$ cat src/rtl/detector_jogada.sv
// -----------------------------------------------------------------------------
// detector_jogada
//
// Player-input front end for the game controller. The five raw buttons are
// synchronised, debounced, and each accepted press produces a one-cycle
// ocorreu_jogada pulse. The accepted pattern (jogada) and the fire flag
// (ocorreu_tiro) are held, so the downstream controller can sample them
// several cycles after the pulse.
//
// Parameters:
//   DEBOUNCE_CYCLES - cycles a pattern (pressed or released) must stay stable
//   REPEAT_CYCLES   - auto-repeat period while a press is held
//                     (only with DETECTOR_JOGADA_REPEAT_EN)
//
// Ports:
//   clock          in   rising-edge clock
//   reset          in   asynchronous, active-low reset
//   botoes[4:0]    in   raw buttons, asynchronous; [3:0] directions, [4] fire
//   habilita       in   detection enable (level)
//   limpa_tiro     in   synchronous clear of ocorreu_tiro
//   ocorreu_jogada out  one-cycle pulse per accepted press
//   jogada[4:0]    out  last accepted pattern, held
//   ocorreu_tiro   out  fire bit of last accepted press, held until cleared
//   db_estado[2:0] out  FSM state code (7 while in an illegal state)
//
// Optional feature:
//   `define DETECTOR_JOGADA_REPEAT_EN enables auto-repeat of a held press.
//   Without it, exactly one pulse is produced per press.
// -----------------------------------------------------------------------------
module detector_jogada #(
  parameter int unsigned DEBOUNCE_CYCLES = 50000,
  parameter int unsigned REPEAT_CYCLES   = 250000
) (
  input  logic       clock,
  input  logic       reset,
  input  logic [4:0] botoes,
  input  logic       habilita,
  input  logic       limpa_tiro,
  output logic       ocorreu_jogada,
  output logic [4:0] jogada,
  output logic       ocorreu_tiro,
  output logic [2:0] db_estado
);

  // One shared counter, wide enough for the larger of the two periods.
  localparam int unsigned MaxCycles = (DEBOUNCE_CYCLES > REPEAT_CYCLES) ?
                                      DEBOUNCE_CYCLES : REPEAT_CYCLES;
  localparam int unsigned CntW      = (MaxCycles > 1) ? $clog2(MaxCycles) : 1;

  localparam logic [CntW-1:0] DebLast = CntW'(DEBOUNCE_CYCLES - 1);
`ifdef DETECTOR_JOGADA_REPEAT_EN
  localparam logic [CntW-1:0] RepLast = CntW'(REPEAT_CYCLES - 1);
`endif

  typedef enum logic [2:0] {
    StEspera      = 3'd0,
    StFiltra      = 3'd1,
    StSinaliza    = 3'd2,
    StEsperaSolta = 3'd3
  } estado_t;

  // ---------------------------------------------------------------------------
  // Input synchroniser
  // ---------------------------------------------------------------------------
  logic [4:0] r_sync1;
  logic [4:0] r_sync2;
  logic [4:0] w_botoes_s;
  logic       w_zero;

  always_ff @(posedge clock or negedge reset) begin
    if (!reset) begin
      r_sync1 <= '0;
      r_sync2 <= '0;
    end else begin
      r_sync1 <= botoes;
      r_sync2 <= r_sync1;
    end
  end

  assign w_botoes_s = r_sync2;
  assign w_zero     = (w_botoes_s == 5'd0);

  // ---------------------------------------------------------------------------
  // State and datapath registers
  // ---------------------------------------------------------------------------
  estado_t         r_estado;
  estado_t         w_prox_estado;
  logic [CntW-1:0] r_cnt;
  logic [CntW-1:0] w_prox_cnt;
  logic [CntW-1:0] w_cnt_base;
  logic [4:0]      r_candidato;
  logic [4:0]      w_prox_candidato;
  logic            w_carrega;
  logic [4:0]      r_jogada;
  logic            r_tiro;

`ifdef DETECTOR_JOGADA_REPEAT_EN
  // In ESPERA_SOLTA the counter serves both the release count and the repeat
  // count. When the input switches between released and held, the count
  // restarts so one phase never inherits the other's progress.
  logic r_era_zero;

  always_ff @(posedge clock or negedge reset) begin
    if (!reset) begin
      r_era_zero <= 1'b1;
    end else begin
      r_era_zero <= w_zero;
    end
  end

  assign w_cnt_base = (w_zero != r_era_zero) ? '0 : r_cnt;
`else
  // Any nonzero sample clears the count, so the release phase always starts
  // from zero on its own.
  assign w_cnt_base = r_cnt;
`endif

  // State register
  always_ff @(posedge clock or negedge reset) begin
    if (!reset) begin
      r_estado <= StEspera;
    end else begin
      r_estado <= w_prox_estado;
    end
  end

  // Counter, candidate pattern and held outputs
  always_ff @(posedge clock or negedge reset) begin
    if (!reset) begin
      r_cnt       <= '0;
      r_candidato <= '0;
      r_jogada    <= '0;
      r_tiro      <= 1'b0;
    end else begin
      r_cnt       <= w_prox_cnt;
      r_candidato <= w_prox_candidato;
      if (w_carrega) begin
        // Load takes precedence over a simultaneous limpa_tiro.
        r_jogada <= r_candidato;
        r_tiro   <= r_candidato[4];
      end else if (limpa_tiro) begin
        r_tiro <= 1'b0;
      end
    end
  end

  // ---------------------------------------------------------------------------
  // Next-state logic
  // ---------------------------------------------------------------------------
  always_comb begin
    w_prox_estado    = r_estado;
    w_prox_cnt       = r_cnt;
    w_prox_candidato = r_candidato;
    w_carrega        = 1'b0;

    if (!habilita) begin
      w_prox_estado = StEspera;
      w_prox_cnt    = '0;
    end else begin
      case (r_estado)
        StEspera: begin
          w_prox_cnt = '0;
          if (!w_zero) begin
            w_prox_candidato = w_botoes_s;
            w_prox_estado    = StFiltra;
          end
        end

        StFiltra: begin
          if (w_zero) begin
            w_prox_estado = StEspera;
            w_prox_cnt    = '0;
          end else if (w_botoes_s != r_candidato) begin
            // Pattern changed mid-debounce: restart on the new pattern.
            w_prox_candidato = w_botoes_s;
            w_prox_cnt       = '0;
          end else if (r_cnt == DebLast) begin
            w_prox_estado = StSinaliza;
            w_prox_cnt    = '0;
            w_carrega     = 1'b1;
          end else begin
            w_prox_cnt = r_cnt + 1'b1;
          end
        end

        StSinaliza: begin
          w_prox_cnt    = '0;
          w_prox_estado = StEsperaSolta;
        end

        StEsperaSolta: begin
          if (w_zero) begin
            if (w_cnt_base == DebLast) begin
              w_prox_estado = StEspera;
              w_prox_cnt    = '0;
            end else begin
              w_prox_cnt = w_cnt_base + 1'b1;
            end
          end else begin
`ifdef DETECTOR_JOGADA_REPEAT_EN
            if (w_botoes_s == r_candidato) begin
              if (w_cnt_base == RepLast) begin
                w_prox_estado = StSinaliza;
                w_prox_cnt    = '0;
                w_carrega     = 1'b1;
              end else begin
                w_prox_cnt = w_cnt_base + 1'b1;
              end
            end else begin
              w_prox_candidato = w_botoes_s;
              w_prox_cnt       = '0;
              w_prox_estado    = StFiltra;
            end
`else
            w_prox_cnt = '0;
`endif
          end
        end

        default: begin
          w_prox_estado = StEspera;
          w_prox_cnt    = '0;
        end
      endcase
    end
  end

  // ---------------------------------------------------------------------------
  // Outputs
  // ---------------------------------------------------------------------------
  always_comb begin
    ocorreu_jogada = 1'b0;
    db_estado      = 3'd7;
    case (r_estado)
      StEspera:      db_estado = 3'd0;
      StFiltra:      db_estado = 3'd1;
      StSinaliza: begin
        db_estado      = 3'd2;
        ocorreu_jogada = habilita;
      end
      StEsperaSolta: db_estado = 3'd3;
      default:       db_estado = 3'd7;
    endcase
  end

  assign jogada       = r_jogada;
  assign ocorreu_tiro = r_tiro;

endmodule

$ cat config.mk
export PLATFORM = sky130hd
export DESIGN_NAME = detector_jogada
export DESIGN_NICKNAME = d
export VERILOG_FILES = /design/src/rtl/detector_jogada.sv
export SDC_FILE = /design/constraint.sdc
export NUM_CORES = 1
export LEC_CHECK = 0
export CAP_MARGIN = 20
export CORE_ASPECT_RATIO = 1.1
export CORE_MARGIN = 3
export CORE_UTILIZATION = 58
export CTS_BUF_LIST = sky130_fd_sc_hd__clkbuf_2
export DETAILED_ROUTE_END_ITERATION = 10
export GPL_ROUTABILITY_DRIVEN = 0
export PLACE_DENSITY = 0.85
export SYNTH_ARGS = -nofsm -noshare
export SYNTH_HDL_FRONTEND = slang
export SYNTH_SLANG_ARGS = --single-unit
$ cat constraint.sdc
create_clock -name clock -period 2.5 [get_ports clock]
set_input_delay 0.25 -clock clock [delete_from_list [all_inputs] [get_ports clock]]
set_output_delay 0.25 -clock clock [all_outputs]
set_load 0.1 [all_outputs]
== Word-level counts from Yosys, hierarchy flattened ==
Index checks and enable logic that the tools add are counted.

* Bits in registers: 42
* Output and inout bits: 10
* Input port bits: 9

* Reduce and logical (&&, ||, !) cells: 6
* Muxes and demuxes: 27
* Equality and inequality tests: 13
* Add/sub/neg operators: 1

{| class="wikitable"
|+ Operator list
! operator !! number
|-
| 18-bit 2-to-1 mux || 5
|-
| 18-bit one-hot mux with 2 select lines || 1
|-
| 3-bit one-hot mux with 4 select lines || 2
|-
| 3-bit 2-to-1 mux || 7
|-
| 18-bit by 1-bit adder with 18-bit output (second input constant) || 1
|-
| 18-bit by 16-bit equality test with 1-bit output (second input constant) || 1
|-
| 5-bit 2-to-1 mux || 3
|-
| 5-bit one-hot mux with 2 select lines || 1
|-
| 5-bit AND reduction || 2
|-
| 3-bit != test (second input constant) || 3
|-
| 1-bit 2-to-1 mux || 8
|-
| 4-bit != test (second input constant) || 2
|-
| 3-bit by 2-bit equality test with 1-bit output (second input constant) || 2
|-
| 2-bit != test (second input constant) || 3
|-
| 5-bit logical NOT || 1
|-
| 5-bit != test || 1
|-
| 2-bit nonzero test || 2
|-
| 3-bit by 1-bit equality test with 1-bit output (second input constant) || 1
|-
| 3-bit logical NOT || 1
|}

== Depth between registers and ports, before layout ==
* Word-level depth: 7
* Gate-level depth with buffers: 7
* Mapped depth without buffers: 6

== Worst setup path after synthesis ==
Ideal clock, no wire load.

* Kind: reg2reg
* Start: reg r_cnt[11]
* End: reg r_jogada[0] (netlist: jogada[0])
* Stages on the path, launching flop included: 6
* Path buffers: 0
* Setup slack: 0.409 ns
* Period minus slack after synthesis: 2.091 ns
* Data arrival time: 1.965 ns
* Path through: dfrtp_1 > or4_4 > nor4_4 > nand3_2 > nor4_4 > mux2_2

* Longest elaborated chain between the ends: 6

{| class="wikitable"
|+ Ends and longest elaborated chain
! item !! RTL line !! source
|-
| start, declared || 88 || <nowiki>logic [CntW-1:0] r_cnt;</nowiki>
|-
| start signal, assigned || 135 || <nowiki>r_cnt <= w_prox_cnt;</nowiki>
|-
| 18-bit by 16-bit equality test with 1-bit output || 177 || <nowiki>end else if (r_cnt == DebLast) begin</nowiki>
|-
| 1-bit 2-to-1 mux || 177 ||
|-
| 1-bit 2-to-1 mux || 173 || <nowiki>end else if (w_botoes_s != r_candidato) begin</nowiki>
|-
| 1-bit 2-to-1 mux || 170 || <nowiki>if (w_zero) begin</nowiki>
|-
| 1-bit 2-to-1 mux || 160 || <nowiki>case (r_estado)</nowiki>
|-
| 1-bit 2-to-1 mux || 156 || <nowiki>if (!habilita) begin</nowiki>
|-
| end signal, assigned || 139 || <nowiki>r_jogada <= r_candidato;</nowiki>
|-
| end, declared || 94 || <nowiki>logic [4:0] r_jogada;</nowiki>
|}

No other way between the ends.
A chain may end at the register's enable or synchronous reset.

== Worst setup path after layout ==
* Start: reg r_cnt[11]
* End: reg r_jogada[2] (netlist: jogada[2])

The elaborated chain is that of the path after synthesis.

==> impl_metrics.toml <==
[synth]
yosys_warnings = 0
synth_fp_nets = 169
post-synth-top-area-fraction_pct = 55.0
synth_area_sq_um = 1870
avgSynthCellArea_sq_um = 11.7
async_reset_ff_share_pct = 100
netlist_instances = 159
synth_edf_count = 0
yosysSeqAreaShare_pct = 55.0
ys_seq_elements = 41
yosysUniqueCellTypes = 34
yosys.area.top_type = "dfrtp_1"
synthFlopType = "dfrtp_1"
yosys-top-cells-area = "dfrtp_1, mux2_2, nor3_1, xor2_1, xnor2_1"

[floorplan]
die_w_um = 60.1
dieArea_sq_um = 3930
start_util_pct = 63.7
ios = 19
core_sq_um = 2930
die_h_um = 65.5
rows = 20

[detailed_routing]
drc_errors = 0
ant_nets = 0
drtIter0Drc = 37
route.vias.total = 1233
wl_per_cell_um = 14.6
wirelength_um = 3100
viasPerCell = 5.82
dr.pass1.iters = 4

[place]
portBuffers = 17
place_inst = 203
dpl.hpwl_um = 2180

[global_route]
grt_overflow = 0
grtUsageTotal_pct = 18.7
antenna_found_initial = 0
grt_start_max_net_pins = 42
grt_pass1_wl_um = 5550
grt_pass1_vias = 1238

[power]
cellLeakagePower_nw = 0.911
power.density_nw_per_um2 = 568
vdd_drop_max_mv = 0.432

[clock_network]
cts_root_buf = "clkbuf_2"
cts_max_level = 2
cts_tree = "yes"
clock_sinks = 41
clkTransAtPathRegs_ps = 220
postCtsSetupRepairBufs = 0
cts_buffers = 5
clock_latency_ps = 400
cts_max_path_buffers = 2

[finish]
nets = 188
area_delta_synth_final_pct = 12.7
final_common_cell = "dfrtp_1"
antenna_cells = 0
fill_cells = 208
final_cell_mix = "dfrtp_1, nor3_1, xor2_1, mux2_2, nand3_1"
layout-drive-gt1-share_pct = 20.7
stdcell_count = 212

[sta]
fin_crit_ps = 2270
setup_violations = 0
skew_ps = 18.8
grt_setup_unrepaired = "false"
hold_viol = 0
fin_crit_sh_pct = 90.6
tightest_slew_ps = 854
fmax_mhz = 441
setup_tns_ps = 0
slew_headroom_pct = 43.1
finalMaxSlewViolations = 0

[run]
max_cap_viol_count = 0

[run_status]
status = "complete, no violations"

[worst_hold_path]
hold_class = "in -> reg"

[worst_setup_path]
critical_path.max_fanout = 6
worstSetupPathType = "reg -> reg"
cp.arrival_ps = 2590
critical_path_required_ps = 2820
cp-start-kind = "register"
endpoint_kind = "register"
==> routing by layer <==
layer	routed length [um]	part of all wire (%)	vias up	global-route usage, %
met2	1530	49	31	28.2
met4	44	1.4	0	6.37
met1	1370	44	604	25.7
li1	-	-	591	-
met3	163	5.3	7	5.30
met5	0	0	-	0
==> repair_timing <==
action | CTS | global route
hold buffers | 1 | 0
gates resized for setup | 0 | 0
hold endpoints to repair | 41 | 0
==> kinds of logic after synthesis <==
kind of cell	count (synthesis)	share of synthesized area, %
multiplexers	11	6.64
AO/OA/AOI/OAI	10	4.83
adder cells (fa/ha/maj)	1	0.671
buffers and inverters	12	2.75
other	1	0.201
XOR/XNOR	17	7.98
AND/OR/NAND/NOR	66	21.9
flip-flops	41	55.0
==> power breakdown <==
group          internal (W)  total [W]  switching, W
clock              0.000170   0.000395      0.000224
combinational     0.0000397  0.0000993     0.0000597
sequential         0.000683   0.000701     0.0000174
total              0.000893    0.00119      0.000301
==> worst max-delay path: stages (launching register included) <==
cell     delay (ps)
dfrtp_1         470
or4_4           560
nor4_4          280
nand3_2         130
nor4_4          340
mux2_2          400
==> cells in the mapped netlist, types with 2 or more instances <==
master     n
inv_1      6
nor2_1     5
nand2_1    8
buf_2      2
xnor2_1    6
xor2_1    11
dfrtp_1   41
nor3_1    20
o21ai_0    3
mux2_2    11
clkbuf_1   3
nand3_1   10
nor4_4     2
nand4_1    3
nor2b_1    7
and3_1     3
==> path summary, 6_finish.rpt <==
kind / cells after the start / end / slack, ps / startpoint
min reg2reg: 0 / r_sync2[2] / 380 / r_sync1[2]
max reg2reg: 5 / jogada[2] / 230 / r_cnt[11]
max in group asynchronous: 2 / r_candidato[4] / 1500 / reset
min in group asynchronous: 2 / r_estado[1] / 460 / reset
min: 1 / r_sync1[1] / 260 / botoes[1]
max: 5 / jogada[2] / 230 / r_cnt[11]
==> flip-flops by register name (all words and copies together) (netlist names) <==
signal	cells
r_cnt	18
jogada	5
r_candidato	5
r_sync1	5
r_sync2	5
r_estado	2
ocorreu_tiro	1
==> cell type report <==
cell class                 count  area [sq um]  share of cell area, %
multi-input combinational    106           788                   37.5
sequential                    41          1030                   48.8
timing repair buffer          18           153                   7.26
inverter                       6          22.5                   1.07
clock inverter                 3          46.3                   2.20
clock buffer                   5          25.0                   1.19
tap                           33          41.3                   1.96
==> metrics by stage <==
| step | setup slack, ps | instance area [sq um] | power, W | hold slack [ps] | util, % |
|---|---|---|---|---|---|
| floorplan | 409 | 1870 | 0.000775 | -45.6 | - |
| global placement | 327 | 2020 | 0.000807 | 331 | 69.0 |
| detailed placement | 265 | 2020 | 0.000812 | 336 | 69.0 |
| CTS | 248 | 2100 | 0.00120 | 246 | 71.8 |
| global route | 123 | 2100 | 0.00125 | 192 | 71.8 |
| finish | 235 | 2100 | 0.00119 | 259 | 71.8 |
(Power assumes the default switching activity.)
